[config.mk]
export PLATFORM = sky130hd
export DESIGN_NAME = falafel_output_arbiter_flat
export DESIGN_NICKNAME = d
export VERILOG_FILES = /design/src/rtl/falafel_output_arbiter_if.sv /design/src/rtl/falafel_output_arbiter.sv /design/src/flat_wrapper.sv
export SDC_FILE = /design/constraint.sdc
export NUM_CORES = 1
export LEC_CHECK = 0
export CAP_MARGIN = 10
export CORE_ASPECT_RATIO = 1.25
export CORE_MARGIN = 2
export CORE_UTILIZATION = 25
export DETAILED_ROUTE_END_ITERATION = 16
export GPL_TIMING_DRIVEN = 0
export HOLD_SLACK_MARGIN = 0.05
export SLEW_MARGIN = 20
export SYNTH_ARGS = -nofsm -noshare
export SYNTH_HDL_FRONTEND = slang
export SYNTH_SLANG_ARGS = --single-unit
export TNS_END_PERCENT = 100
[constraint.sdc]
create_clock -name clk_i -period 1.7 [get_ports clk_i]
set_clock_uncertainty 0.1 [all_clocks]
set_input_delay 0.51 -clock clk_i [delete_from_list [all_inputs] [get_ports clk_i]]
set_output_delay 0.51 -clock clk_i [all_outputs]
set_load 0.005 [all_outputs]
[src/rtl/falafel_output_arbiter_if.sv]
// Response-side bus of the output arbiter: FWFT response FIFO head,
// per-queue valid/ready response channels and the bad-ID counter.
interface falafel_output_arbiter_if #(
    parameter int NUM_HEADER_QUEUES = 1,
    parameter int NUM_ALLOC_QUEUES  = 1,
    parameter int DATA_W            = 32,
    parameter int MSG_ID_SIZE       = 4
);
    localparam int NUM_RESP_QUEUES = NUM_HEADER_QUEUES + NUM_ALLOC_QUEUES;

    logic                       resp_fifo_empty_i;
    logic                       resp_fifo_read_o;
    logic [DATA_W-1:0]          resp_fifo_dout_addr_i;
    logic [MSG_ID_SIZE-1:0]     resp_fifo_dout_id_i;
    logic [NUM_RESP_QUEUES-1:0] rsp_val_o;
    logic [NUM_RESP_QUEUES-1:0] rsp_rdy_i;
    logic [DATA_W-1:0]          rsp_data_o [NUM_RESP_QUEUES];
    logic [15:0]                bad_id_cnt_o;

    // Arbiter side
    modport master (
        input  resp_fifo_empty_i,
        input  resp_fifo_dout_addr_i,
        input  resp_fifo_dout_id_i,
        input  rsp_rdy_i,
        output resp_fifo_read_o,
        output rsp_val_o,
        output rsp_data_o,
        output bad_id_cnt_o
    );

    // FIFO / consumer side
    modport slave (
        output resp_fifo_empty_i,
        output resp_fifo_dout_addr_i,
        output resp_fifo_dout_id_i,
        output rsp_rdy_i,
        input  resp_fifo_read_o,
        input  rsp_val_o,
        input  rsp_data_o,
        input  bad_id_cnt_o
    );
endinterface

[src/rtl/falafel_output_arbiter.sv]
// Output arbiter: drains the allocator response FIFO into one-entry
// per-queue output slots. A full, non-draining slot stalls only when its
// own response is at the FIFO head; out-of-range IDs are dropped and
// counted with a saturating 16-bit counter.
module falafel_output_arbiter #(
    parameter int NUM_HEADER_QUEUES = 1,
    parameter int NUM_ALLOC_QUEUES  = 1,
    parameter int DATA_W            = 32,
    parameter int MSG_ID_SIZE       = 4
) (
    input  logic                   clk_i,
    input  logic                   rst_ni,
    falafel_output_arbiter_if.master bus
);
    localparam int NUM_RESP_QUEUES = NUM_HEADER_QUEUES + NUM_ALLOC_QUEUES;
    localparam logic [MSG_ID_SIZE:0] NQ = (MSG_ID_SIZE+1)'(NUM_RESP_QUEUES);

    logic [NUM_RESP_QUEUES-1:0] vld_p0;
    logic [DATA_W-1:0]          data_p0 [NUM_RESP_QUEUES];
    logic [NUM_RESP_QUEUES-1:0] drain;
    logic [NUM_RESP_QUEUES-1:0] sel;
    logic [NUM_RESP_QUEUES-1:0] load;
    logic [15:0]                bad_cnt;
    logic                       id_ok;
    logic                       slot_ok;
    logic                       pop;
    logic                       drop;

    function automatic logic [15:0] sat_inc16(input logic [15:0] v);
        return (v == 16'hFFFF) ? v : v + 16'd1;
    endfunction

    // Route the FIFO head: pick its target slot, decide pop / drop / stall
    always_comb begin
        drain = '0;
        sel   = '0;
        id_ok = ({1'b0, bus.resp_fifo_dout_id_i} < NQ);
        for (int q = 0; q < NUM_RESP_QUEUES; q++) begin
            drain[q] = vld_p0[q] & bus.rsp_rdy_i[q];
            sel[q]   = id_ok && (bus.resp_fifo_dout_id_i == MSG_ID_SIZE'(q));
        end
        // Target slot can accept if empty or being emptied this cycle
        slot_ok = |(sel & (~vld_p0 | drain));
        // Gated by reset so the FIFO is never popped while held in reset
        pop     = rst_ni & ~bus.resp_fifo_empty_i & (~id_ok | slot_ok);
        drop    = pop & ~id_ok;
        load    = sel & {NUM_RESP_QUEUES{pop}};
    end

    // Output slots; a load in the same cycle as a drain keeps the slot full
    always_ff @(posedge clk_i or negedge rst_ni) begin
        if (!rst_ni) begin
            vld_p0 <= '0;
            for (int q = 0; q < NUM_RESP_QUEUES; q++) begin
                data_p0[q] <= '0;
            end
        end else begin
            for (int q = 0; q < NUM_RESP_QUEUES; q++) begin
                if (load[q]) begin
                    vld_p0[q]  <= 1'b1;
                    data_p0[q] <= bus.resp_fifo_dout_addr_i;
                end else if (drain[q]) begin
                    vld_p0[q]  <= 1'b0;
                end
            end
        end
    end

    // Saturating count of responses dropped for an out-of-range ID
    always_ff @(posedge clk_i or negedge rst_ni) begin
        if (!rst_ni) begin
            bad_cnt <= '0;
        end else if (drop) begin
            bad_cnt <= sat_inc16(bad_cnt);
        end
    end

    assign bus.resp_fifo_read_o = pop;
    assign bus.rsp_val_o        = vld_p0;
    assign bus.rsp_data_o       = data_p0;
    assign bus.bad_id_cnt_o     = bad_cnt;

endmodule

[src/flat_wrapper.sv]
// flat-port wrapper written by rule: the top's interface ports become plain ports
module falafel_output_arbiter_flat 
#(
    parameter int NUM_HEADER_QUEUES = 1,
    parameter int NUM_ALLOC_QUEUES  = 1,
    parameter int DATA_W            = 32,
    parameter int MSG_ID_SIZE       = 4
)
  (clk_i, rst_ni, bus_resp_fifo_empty_i, bus_resp_fifo_dout_addr_i, bus_resp_fifo_dout_id_i, bus_rsp_rdy_i, bus_resp_fifo_read_o, bus_rsp_val_o, bus_rsp_data_o, bus_bad_id_cnt_o);
  falafel_output_arbiter_if #(.NUM_HEADER_QUEUES(NUM_HEADER_QUEUES), .NUM_ALLOC_QUEUES(NUM_ALLOC_QUEUES), .DATA_W(DATA_W), .MSG_ID_SIZE(MSG_ID_SIZE)) bus_i ();
  input  logic clk_i;
  input  logic rst_ni;
  input wire logic [$bits(bus_i.resp_fifo_empty_i)-1:0] bus_resp_fifo_empty_i;
  input wire logic [$bits(bus_i.resp_fifo_dout_addr_i)-1:0] bus_resp_fifo_dout_addr_i;
  input wire logic [$bits(bus_i.resp_fifo_dout_id_i)-1:0] bus_resp_fifo_dout_id_i;
  input wire logic [$bits(bus_i.rsp_rdy_i)-1:0] bus_rsp_rdy_i;
  output wire logic [$bits(bus_i.resp_fifo_read_o)-1:0] bus_resp_fifo_read_o;
  output wire logic [$bits(bus_i.rsp_val_o)-1:0] bus_rsp_val_o;
  output wire logic [$bits(bus_i.rsp_data_o)-1:0] bus_rsp_data_o;
  output wire logic [$bits(bus_i.bad_id_cnt_o)-1:0] bus_bad_id_cnt_o;
  assign bus_i.resp_fifo_empty_i = bus_resp_fifo_empty_i;
  assign bus_i.resp_fifo_dout_addr_i = bus_resp_fifo_dout_addr_i;
  assign bus_i.resp_fifo_dout_id_i = bus_resp_fifo_dout_id_i;
  assign bus_i.rsp_rdy_i = bus_rsp_rdy_i;
  assign bus_resp_fifo_read_o = bus_i.resp_fifo_read_o;
  assign bus_rsp_val_o = bus_i.rsp_val_o;
  assign bus_rsp_data_o = {>>{bus_i.rsp_data_o}};
  assign bus_bad_id_cnt_o = bus_i.bad_id_cnt_o;
  falafel_output_arbiter #(.NUM_HEADER_QUEUES(NUM_HEADER_QUEUES), .NUM_ALLOC_QUEUES(NUM_ALLOC_QUEUES), .DATA_W(DATA_W), .MSG_ID_SIZE(MSG_ID_SIZE)) u_core (.clk_i(clk_i), .rst_ni(rst_ni), .bus(bus_i));
endmodule
Yosys cells after proc, flatten, opt, wreduce, memory -nomap -nowiden
Cells that the tools add are included.
Word-level totals
  word-level logic and storage cells: 33
  bits in registers: 82
  output and inout port bits: 83
Cells by class
  muxes and demuxes: 4
  add/sub/neg operators: 1
  magnitude comparators: 1
  eq/ne operators: 2
  bitwise operators: 13
  reduce and logical (&&, ||, !) cells: 7
Operators by type and width (count)
  $add A16 B1 Y16 const B: 1
  $eq A16 B16 Y1 const B: 1
  $and A1 B1 Y1: 5
  $and A2 B2 Y2: 2
  $eq A4 B1 Y1 const B: 1
  $logic_not A4 Y1: 1
  $lt A4 B2 Y1 const B: 1
  $mux W1: 4
  $reduce_bool A2 Y1: 2
  $not A1 Y1: 3
  $logic_and A1 B1 Y1: 2
  $not A2 Y2: 1
  $or A2 B2 Y2: 1
  $reduce_and A2 Y1: 1
  $reduce_or A2 Y1: 1
  $or A1 B1 Y1: 1

Longest topological paths before layout
  depth in word-level cells: 8
  gate-level depth with buffers: 5
  gate-level depth less buffers: 5

Least setup slack after synthesis
Ideal clock, no wire load.
  path kind: input-to-reg
  start: in bus_resp_fifo_dout_id_i[3]
  end: reg u_core.data_p0, in the netlist u_core.bus.rsp_data_o[33]
  path buffers: 1
  arrival: 1.687 ns
  stages: 5
  slack: -0.211 ns
  library setup time: 0.125 ns
  cells stage by stage: nor3_4 nand2_1 nor3b_2 buf_4 mux2_2
Between the ends
  longest elaborated chain between the ends: 7
  elaborated cells between the ends (all ways): 11
RTL lines
  from (decl): line flat_wrapper.sv:15  | input wire logic [$bits(bus_i.resp_fifo_dout_id_i)-1:0] bus_resp_fifo_dout_id_i;
  $lt A4 B2 Y1, or another cell as far along: line falafel_output_arbiter.sv:37  | id_ok = ({1'b0, bus.resp_fifo_dout_id_i} < NQ);
  $logic_and A1 B1 Y1: line falafel_output_arbiter.sv:40  | sel[q] = id_ok && (bus.resp_fifo_dout_id_i == MSG_ID_SIZE'(q));
  $and A2 B2 Y2: line falafel_output_arbiter.sv:43  | slot_ok = |(sel & (~vld_p0 | drain));
  $reduce_or A2 Y1: line falafel_output_arbiter.sv:43
  $or A1 B1 Y1: line falafel_output_arbiter.sv:45  | pop = rst_ni & ~bus.resp_fifo_empty_i & (~id_ok | slot_ok);
  $and A1 B1 Y1: line falafel_output_arbiter.sv:45
  $and A2 B2 Y2 (*): line falafel_output_arbiter.sv:47  | load = sel & {NUM_RESP_QUEUES{pop}};
  to (signal, indexed assignment): line falafel_output_arbiter.sv:61  | data_p0[q] <= bus.resp_fifo_dout_addr_i;
  to (decl): line falafel_output_arbiter.sv:19  | logic [DATA_W-1:0] data_p0 [NUM_RESP_QUEUES];
Every way passes the cells marked *; elsewhere a longest branch is shown, timed or not.
A chain may end at the register's enable or synchronous reset.

Worst setup path after layout
  start: in bus_resp_fifo_dout_id_i[3]
  end: reg u_core.data_p0, in the netlist u_core.bus.rsp_data_o[59]
The elaborated chain is that of the path after synthesis.

==> results_dict.tcl <==
set metrics [dict create \
    cts_root_buf "clkbuf_16" \
    antenna_cells 0 \
    antenna_found_initial 0 \
    via_per_inst 4.467 \
    max_slew_margin 0.3669 \
    rsz0062_at_grt "yes" \
    ys_async_sr_fraction 1.000 \
    grt_max_degree 43 \
    num_vias 2631 \
    cts_inserted_buffers 9 \
    drv_slew 0 \
    netlist.area_leader.share 0.6210 \
    ys_types 32 \
    fmax_ghz 0.5381 \
    grt_first_pass_wirelength_um 15990 \
    post-synth-top-area-cell "dfrtp_1" \
    synth_edf_count 0 \
    post_drt_wl_per_cell_um 16.88 \
    place_area_um2 4800 \
    maxCapViolations 0 \
    rrSetupSlack_ns -0.09 \
    final_area_um2 6077 \
    cts_tree "done" \
    reg2reg_from "u_core.bus.bad_id_cnt_o[5]" \
    min_path_cells 1 \
    drive_above_1_share 0.4561 \
    avgSynthCellArea_um2 15.02 \
    die_w_um 106.8 \
    multi_input_area_um2 1500 \
    gp_congestion 0.7489 \
    synth_cells 220 \
    hold-path-endpoint "u_core.bus.rsp_data_o[26]" \
    drt_iter0_markers 35 \
    clk_pin_slew_ns 0.06 \
    core-area_um2 12780 \
    min_from "u_core.bus.rsp_data_o[26]" \
    cp-start-kind "input port" \
    synth_commonest_cells "dfrtp_1, mux2_2, xor2_1" \
    nets 461 \
    path_class "in2reg" \
    power.density_nw_per_um2 1048 \
    routed_wl_um 9940 \
    area_growth_syn_to_layout_pct 83.91 \
    fillers 1160 \
    period_share 1.093 \
    start_util 0.2586 \
    hpwl_um 5762 \
    io_pins 124 \
    hold_violations 0 \
    hp-class "reg2reg" \
    row_count 46 \
    critical_path_arrival_ns 1.96 \
    ys.flop_type "dfrtp_1" \
    min_period_ns 1.858 \
    ys_seq_area_frac 0.6210 \
    clock-sinks 82 \
    clk_latency_ns 0.33 \
    syn_area_um2 3304 \
    grtUsageTotal 0.1446 \
    failed_checks "negative setup slack" \
    status "finished, violations left" \
    cp_max_fo 5 \
    dieArea_um2 14160 \
    cp-end-kind "register" \
    synth-seq-cells 82 \
    die_y_um 132.5 \
    first_pass_iters 4 \
    layout_setup_ws_ns -0.1583 \
    power_uw 6366 \
    required_ns 1.81 \
    p_leak_uw 0.003064 \
    synth_nets 262 \
    seq_area_um2 2058 \
    reg2reg_depth 7 \
    reg2reg_to "u_core.bus.bad_id_cnt_o[15]" \
    synthTopCellsByArea "dfrtp_1, mux2_2, xor2_1" \
    tightest_slew_ns 0.9497 \
    first_global_vias 2967 \
    post-route-drc-count 0 \
    io_buffers 123 \
    peakVddDrop_v 0.0007733 \
    ys_warn_count 0 \
    grt.overflow.total 0 \
    postRouteAntennaNets 0 \
    final-setup-viol-count 69 \
    htree_levels 3 \
    synth_most_common_cell "dfrtp_1" \
    cts_buffer_depth 2 \
    dp_slack_ns -1.018 \
]
## cells in the final DEF, fill, tap and decap left out, types with 3 or more instances in the layout
master and instances:
buf_12 8, buf_16 4, buf_4 39, buf_6 19
bufinv_16 3, clkbuf_16 11, clkdlybuf4s50_1 32, dfrtp_1 77
dfrtp_2 5, dlygate4sd2_1 81, mux2_2 32, mux2_4 33
nand2_1 5, nand2b_4 3, nand3_2 4, nand4_1 4
nor3_4 5, xnor2_1 4, xor2_1 10
## routing by layer
layer	share of wire	vias to the layer above	global-route usage
met3	0.060	16	0.03892
met2	0.53	93	0.2590
li1	-	1186	-
met1	0.39	1336	0.1645
met5	0	-	0
met4	0.026	0	0.04906
## kinds of logic after synthesis
logic type      share of synthesized area
buf+inv                           0.01325
xor+xnor                          0.03710
mux                                0.2245
simple gates                      0.09428
flops                              0.6210
fa+ha+maj                        0.003786
compound gates                   0.006056
## worst max-delay path: stages
cell	delay, ns
buf_6	0.09
nor3_4	0.25
buf_6	0.15
nand2_4	0.05
nor3b_4	0.20
buf_6	0.17
buf_12	0.12
buf_12	0.12
mux2_4	0.30
## area by class of cell
type / instances / share of cell area
inverters: 2 / 0.001235
flip-flops and latches: 82 / 0.3387
clock inverters: 3 / 0.01482
well taps: 168 / 0.03459
clock buffers: 10 / 0.03932
plain buffers: 6 / 0.01977
repair buffers: 188 / 0.3047
multi-input cells: 130 / 0.2469
## worst max-delay path by stage
stage / cells after the start / start / slack, ns / endpoint
after floorplan: 5 / bus_resp_fifo_dout_id_i[3] / -0.17 / u_core.bus.rsp_data_o[33]
after global placement: 4 / rst_ni / -3.91 / bus_resp_fifo_read_o
after detailed placement: 5 / bus_resp_fifo_dout_id_i[3] / -1.02 / u_core.bus.rsp_data_o[3]
after CTS: 9 / bus_resp_fifo_dout_id_i[1] / -0.19 / u_core.bus.rsp_data_o[33]
after global routing: 8 / bus_resp_fifo_empty_i / -0.19 / u_core.bus.rsp_data_o[33]
final: 9 / bus_resp_fifo_dout_id_i[3] / -0.16 / u_core.bus.rsp_data_o[59]
## sequential cells by signal (all words and copies together), names as in the netlist
register	flops
u_core.bus.bad_id_cnt_o	16
u_core.bus.rsp_data_o	64
u_core.bus.rsp_val_o	2
## power by group
group | switching (uW) | internal [uW]
logic | 582 | 1080
clock network | 726 | 1450
registers | 201 | 2330
total | 1510 | 4860
## timing repair
action,4_1_cts,5_1_grt
hold buffers,3,0
buffers inserted,44,13
cloned,7,0
endpoints found under the setup margin,164,100
pin swaps,15,12
resized for setup,203,21
endpoints found under the hold margin,40,0
## through the flow
| stage | cells | hold slack (ns) | util | setup TNS (ns) |
|---|---|---|---|---|
| 2_1_floorplan | 220 | 0.1144 | - | -7.547 |
| 3_3_place_gp | 511 | 0.3820 | 0.3743 | -560.26 |
| 3_5_place_dp | 512 | 0.3870 | 0.3756 | -72.08 |
| 4_1_cts | 579 | 0.4000 | 0.4666 | -7.690 |
| 5_1_grt | 589 | 0.4046 | 0.4756 | -10.25 |
| 6_report | 589 | 0.3953 | 0.4756 | -7.019 |
(Power assumes the default switching activity.)
